`config.mk`:
```
export PLATFORM = sky130hd
export DESIGN_NAME = boreal_vec_dot_seq
export DESIGN_NICKNAME = d
export VERILOG_FILES = /design/src/rtl/boreal_vec_pkg.sv /design/src/rtl/boreal_vec_dot_seq.sv
export SDC_FILE = /design/constraint.sdc
export NUM_CORES = 1
export LEC_CHECK = 0
export CORE_MARGIN = 4
export CORE_UTILIZATION = 45
export DETAILED_ROUTE_END_ITERATION = 16
export PLACE_DENSITY = 0.92
export SLEW_MARGIN = 5
export SYNTH_ARGS = -nofsm -noshare
export SYNTH_HDL_FRONTEND = slang
export SYNTH_SLANG_ARGS = --single-unit
```
`constraint.sdc`:
```
create_clock -name clk -period 5.2 [get_ports clk]
set_input_delay 1.3 -clock clk [delete_from_list [all_inputs] [get_ports clk]]
set_output_delay 1.3 -clock clk [all_outputs]
set_load 0.01 [all_outputs]
```
`src/rtl/boreal_vec_pkg.sv`:
```
// Shared definitions for the boreal vector lane and its upstream sequencer:
// lane operation codes and the sequencer state encoding.
package boreal_vec_pkg;

   // Operation codes understood by boreal_vec_lane
   typedef enum logic [2:0] {
      OP_NOP      = 3'd0,
      OP_MAC      = 3'd1,
      OP_SCALE    = 3'd2,
      OP_CLAMP    = 3'd3,
      OP_ZERO_ACC = 3'd5
   } lane_op_e;

   // Dot-product sequencer states
   typedef enum logic [2:0] {
      ST_IDLE  = 3'd0,
      ST_ZERO  = 3'd1,
      ST_MAC   = 3'd2,
      ST_SCALE = 3'd3,
      ST_CLAMP = 3'd4,
      ST_CAPT  = 3'd5,
      ST_OUT   = 3'd6
   } seq_state_e;

endpackage

```
`src/rtl/boreal_vec_dot_seq.sv`:
```
// Dot-product sequencer for one boreal_vec_lane. Accepts a command, walks the
// lane through ZERO_ACC -> MAC xK -> SCALE -> CLAMP, captures the clamped
// accumulator and hands it out over a valid/ready result port.
module boreal_vec_dot_seq
   import boreal_vec_pkg::*;
#(
   parameter int LEN_W   = 16,
   parameter int STALL_W = 16
) (
   input  logic               clk,
   input  logic               rst,
   input  logic               cmd_valid,
   output logic               cmd_ready,
   input  logic [LEN_W-1:0]   cmd_len,
   input  logic [15:0]        cmd_scale,
   input  logic [15:0]        cmd_zero_pt,
   input  logic [31:0]        cmd_clamp_min,
   input  logic [31:0]        cmd_clamp_max,
   input  logic               op_valid,
   output logic               op_ready,
   input  logic [7:0]         op_a,
   input  logic [7:0]         op_b,
   output logic               lane_en,
   output logic [2:0]         lane_op,
   output logic [7:0]         lane_a,
   output logic [7:0]         lane_b,
   output logic [15:0]        lane_scale,
   output logic [15:0]        lane_zero_pt,
   output logic [31:0]        lane_clamp_min,
   output logic [31:0]        lane_clamp_max,
   input  logic [31:0]        lane_acc,
   output logic               res_valid,
   input  logic               res_ready,
   output logic [31:0]        res_data,
   output logic               busy,
   output logic [STALL_W-1:0] stall_cnt
);

   seq_state_e         state_q, state_d;
   logic [LEN_W-1:0]   len_q, len_d;
   logic [LEN_W-1:0]   cnt_q, cnt_d;
   logic [15:0]        scale_q, scale_d;
   logic [15:0]        zp_q, zp_d;
   logic [31:0]        cmin_q, cmin_d;
   logic [31:0]        cmax_q, cmax_d;
   logic [31:0]        res_q, res_d;
   logic [STALL_W-1:0] stall_q, stall_d;

   // Next-state and datapath update for the sequencer
   always_comb begin
      state_d = state_q;
      len_d   = len_q;
      cnt_d   = cnt_q;
      scale_d = scale_q;
      zp_d    = zp_q;
      cmin_d  = cmin_q;
      cmax_d  = cmax_q;
      res_d   = res_q;
      stall_d = stall_q;
      case (state_q)
         ST_IDLE: begin
            if (cmd_valid) begin
               state_d = ST_ZERO;
               len_d   = cmd_len;
               scale_d = cmd_scale;
               zp_d    = cmd_zero_pt;
               cmin_d  = cmd_clamp_min;
               cmax_d  = cmd_clamp_max;
               cnt_d   = {LEN_W{1'b0}};
            end else begin
               state_d = ST_IDLE;
            end
         end
         ST_ZERO: begin
            // An empty dot product skips straight to requantisation of zero
            if (len_q == {LEN_W{1'b0}}) begin
               state_d = ST_SCALE;
            end else begin
               state_d = ST_MAC;
            end
         end
         ST_MAC: begin
            if (op_valid) begin
               if (cnt_q == (len_q - LEN_W'(1))) begin
                  state_d = ST_SCALE;
               end else begin
                  cnt_d = cnt_q + LEN_W'(1);
               end
            end else if (stall_q != {STALL_W{1'b1}}) begin
               stall_d = stall_q + STALL_W'(1);
            end else begin
               stall_d = stall_q;
            end
         end
         ST_SCALE: state_d = ST_CLAMP;
         ST_CLAMP: state_d = ST_CAPT;
         ST_CAPT: begin
            // Lane register already holds the clamp result at this point
            res_d   = lane_acc;
            state_d = ST_OUT;
         end
         ST_OUT: begin
            if (res_ready) begin
               state_d = ST_IDLE;
            end else begin
               state_d = ST_OUT;
            end
         end
         default: state_d = ST_IDLE;
      endcase
   end

   // State and latched-field registers with synchronous reset
   always_ff @(posedge clk) begin
      if (rst) begin
         state_q <= ST_IDLE;
         len_q   <= {LEN_W{1'b0}};
         cnt_q   <= {LEN_W{1'b0}};
         scale_q <= 16'd0;
         zp_q    <= 16'd0;
         cmin_q  <= 32'd0;
         cmax_q  <= 32'd0;
         res_q   <= 32'd0;
         stall_q <= {STALL_W{1'b0}};
      end else begin
         state_q <= state_d;
         len_q   <= len_d;
         cnt_q   <= cnt_d;
         scale_q <= scale_d;
         zp_q    <= zp_d;
         cmin_q  <= cmin_d;
         cmax_q  <= cmax_d;
         res_q   <= res_d;
         stall_q <= stall_d;
      end
   end

   // Lane control and handshake outputs decoded from the current state
   always_comb begin
      lane_en   = 1'b0;
      lane_op   = OP_NOP;
      op_ready  = 1'b0;
      cmd_ready = 1'b0;
      case (state_q)
         ST_IDLE: cmd_ready = 1'b1;
         ST_ZERO: begin
            lane_en = 1'b1;
            lane_op = OP_ZERO_ACC;
         end
         ST_MAC: begin
            op_ready = 1'b1;
            lane_en  = op_valid;
            lane_op  = OP_MAC;
         end
         ST_SCALE: begin
            lane_en = 1'b1;
            lane_op = OP_SCALE;
         end
         ST_CLAMP: begin
            lane_en = 1'b1;
            lane_op = OP_CLAMP;
         end
         ST_CAPT: lane_en = 1'b0;
         ST_OUT:  lane_en = 1'b0;
         default: lane_en = 1'b0;
      endcase
   end

   assign lane_a         = op_a;
   assign lane_b         = op_b;
   assign lane_scale     = scale_q;
   assign lane_zero_pt   = zp_q;
   assign lane_clamp_min = cmin_q;
   assign lane_clamp_max = cmax_q;
   assign res_valid      = (state_q == ST_OUT);
   assign res_data       = res_q;
   assign busy           = (state_q != ST_IDLE);
   assign stall_cnt      = stall_q;

endmodule
```
==> metrics.md <==
| Metric | Value |
|---|---|
| Status | `finished, final reports clean` |
| Hold WC Path Type | `register to register` |
| Routed WL per cell | `about 17 microns` |
| Skew-Pair Late Insertion Delay | `roughly 0.42 ns` |
| Reg clk slew, reported paths | `roughly 0.06 ns` |
| Worst-Margin Slew | `about 1.2 ns` |
| Post-CTS Setup Inserts | `0` |
| Gates resized, CTS repair | `0` |
| Core ar. | `between 15000 and 20000 sq um` |
| RD Place Congestion | `slightly above 0.8` |
| Global route overflow | `0` |
| Final Max Tran Viols | `0` |
| Share of cells above drive strength 1 | `around 4.4%` |
| Die height | `around 140 microns` |
| Final period util | `81.12%` |
| Final Instance Count excl. Fillers | `between 1000 and 1500` |
| Syn avg cell area | `7.827 sq um` |
| RR Startpoint | `len_q[0]$_SDFFE_PP0P_` |
| Gate count after technology mapping | `around 940` |
| Hold Buf Count CTS | `0` |
| Worst rel slew slack | `21.67%` |
| Drt drc | `0` |
| Max VDD drop | `about 0.22 mV` |
| Antenna cells | `0` |
| Mapped Nets | `~1100` |
| Met2 usage | `44.28%` |
| Unrepaired setup endpoints after global routing | `no` |
| Footprint of the multi-input gates | `3406 sq um` |
| Die area | `approximately 19000 sq um` |
| Leak pwr | `3.891 nW` |
| Register area share after synthesis | `between 40% and 50%` |
| Fmax | `237.1 MHz` |
| EDFF count, synth | `0` |
| CTS sink count | `179` |
| Layout Nets | `roughly 1400` |
| Final Critical Period | `between 4 and 5 ns` |
| Antenna violations before repair | `0` |
| Site Rows | `46` |
| Vias in the first global route | `about 7300` |
| Reg2reg path depth | `11` |
| FF-to-FF setup slack | `~1.9 ns` |
| Grt met3 use | `roughly 8.4%` |
| Commonest non-fill, non-tap cell in the layout | `nand2_1` |
| Buffers on Ports | `300` |
| Final Hold Viols | `0` |
| Post-DP Area | `between 10000 and 15000 sq um` |
| Largest net degree at the start of global routing | `between 100 and 150` |
| Sequential Area | `between 3000 and 4000 sq um` |
| Grt met1 use | `between 20 and 30%` |
| Main area contributors after synthesis | `dfxtp_1 (49%), nand2_1 (16%), a21oi_1 (11%)` |
| All-Layer GR Usage | `24.86%` |
| Final HPWL DP | `16820 microns` |
| Setup violators final | `0` |
| ANT nets after route | `0` |
| First drt pass iteration count | `5` |
| Area Growth Syn to Fin | `47.36%` |
| CTS tree | `done` |
| Vias per std cell | `5.161` |
| CP Data Required Time | `~3.9 ns` |
| CP arrival | `2.92 ns` |
| Crit path launch type | `input pin` |
| Final wirelength | `23470 microns` |
| Crit path capture type | `output pin` |
| H-tree depth | `4` |
| Pwr/cell area | `309.1 nW/um^2` |
| Critical path destination | `lane_en` |
| MaxCap Viol Count | `0` |
| # IOs | `roughly 330` |
| DR iter-0 viols | `around 460` |
| CTS max path bufs | `2` |
| Proportion of synthesized flip-flops having asynchronous set or reset | `0%` |
| Busiest grt layer | `met2` |
| TritonCTS Buffers | `17` |
| Synth top area share | `between 40% and 50%` |
| Post-synth top flop | `dfxtp_1` |
| Synth cell types | `55` |
| Yosys reg bits | `179` |
| Die width | `~140 microns` |
| Post-route cell area | `10880 sq um` |
| Commonest cells after routing, fill and taps aside | `nand2_1 (312), clkdlybuf4s50_1 (299), dfxtp_1 (179), a21oi_1 (160), nor2_1 (33)` |
| Starting Density | `a little under half` |
| Cell count after placement | `~1400` |
| FF-to-FF End | `cnt_q[7]$_SDFFE_PP0P_` |
| Clk_skew | `between 0.01 and 0.015 ns` |
| Ys Warns | `0` |
| Mapped cell area | `~7400 sq um` |
| Routed via count | `roughly 7300` |
| FILL cells | `between 1000 and 1500` |
| Clk root buf | `clkbuf_16` |
| Crit path kind | `input pin to output pin` |
| TNS Setup | `0 ns` |
| First-pass GRT wire length | `36620 microns` |
| Worst Setup SP | `op_valid` |
| Worst-path maximum fanout | `8` |
| Largest area contributor in the netlist | `dfxtp_1` |
registers in the layout, indices dropped and copies added, names as in the netlist:
signal / flops
lane_clamp_max: 32
lane_clamp_min: 32
res_data: 32
cnt_q: 16
lane_scale: 16
lane_zero_pt: 16
len_q: 16
stall_cnt: 16
state_q: 3
stage by stage:
stage               setup slack, ns  total power, W  util, %  hold slack [ns]
finish                       0.9817        0.003362    67.98           0.4526
global route                 0.9449        0.003506    67.98           0.4698
CTS                          0.9897        0.003389    67.98           0.4544
detailed placement            1.008        0.002185    64.53           0.4453
global placement             0.9781        0.002169    64.53           0.4399
floorplan                     2.326        0.001865        -           0.4558
power breakdown:
part / total, W / switching [W] / internal, W
sequential: 0.00150 / 0.0000572 / 0.00145
combinational: 0.000657 / 0.000328 / 0.000329
clock: 0.00120 / 0.000546 / 0.000655
total: 0.00336 / 0.000931 / 0.00243
layout make-up:
type                       count  share of cell area (%)
timing repair buffer         303                   27.91
clock inverter                 9                  0.6787
clock buffer                  23                   4.394
inverter                       8                  0.2761
sequential                   179                   32.95
multi-input combinational    678                   31.31
tap                          216                   2.485
metal layers:
| layer | share of wire (%) | wire [microns] | vias up |
|---|---|---|---|
| met3 | 7.4 | 1746 | 53 |
| met2 | 51 | 12090 | 249 |
| met5 | 0 | 0 | - |
| met1 | 38 | 8874 | 3395 |
| met4 | 3.3 | 764 | 0 |
| li1 | - | - | 3611 |
synth_stat cells, drive strengths merged, types with 2 or more instances:
| cell type | n |
|---|---|
| nand2b | 3 |
| xor2 | 21 |
| clkbuf | 56 |
| o2111ai | 3 |
| and4 | 3 |
| buf | 22 |
| and3 | 3 |
| nor3 | 12 |
| or3 | 7 |
| a21o | 2 |
| xnor2 | 14 |
| ha | 4 |
| or4 | 9 |
| nand2 | 314 |
| dfxtp | 179 |
| o211ai | 6 |
| nor3b | 3 |
| o31ai | 2 |
| and2 | 5 |
| nor4 | 5 |
| o22ai | 2 |
| nor2 | 34 |
| nor4bb | 2 |
| nor2b | 6 |
| nand4 | 7 |
| o21ai | 17 |
| nand3 | 16 |
| inv | 8 |
| a21oi | 161 |
| a31oi | 5 |
worst max-delay path, cell delays in order:
cell and delay [ns]:
clkdlybuf4s50_1 0.63, a21oi_1 0.12, o22ai_1 0.23, clkdlybuf4s50_1 0.64
worst min path at each step:
stage                                         start                               to  cells past startpoint
finish                lane_zero_pt[12]$_SDFFE_PP0P_    lane_zero_pt[12]$_SDFFE_PP0P_                      2
global route               res_data[7]$_SDFFE_PP0P_         res_data[7]$_SDFFE_PP0P_                      2
CTS                 lane_clamp_max[31]$_SDFFE_PP0P_  lane_clamp_max[31]$_SDFFE_PP0P_                      2
detailed placement  lane_clamp_min[19]$_SDFFE_PP0P_  lane_clamp_min[19]$_SDFFE_PP0P_                      2
global placement     lane_clamp_max[9]$_SDFFE_PP0P_   lane_clamp_max[9]$_SDFFE_PP0P_                      2
floorplan                    len_q[13]$_SDFFE_PP0P_           len_q[13]$_SDFFE_PP0P_                      2
logic make-up after synthesis:
logic type	Yosys count	share of synthesized area, %
flops	179	48.55
xor+xnor	35	4.255
compound gates	206	15.16
simple gates	433	25.92
buf+inv	86	5.442
fa+ha+maj	4	0.6781
Note: power is estimated with default switching activity, not from simulation.
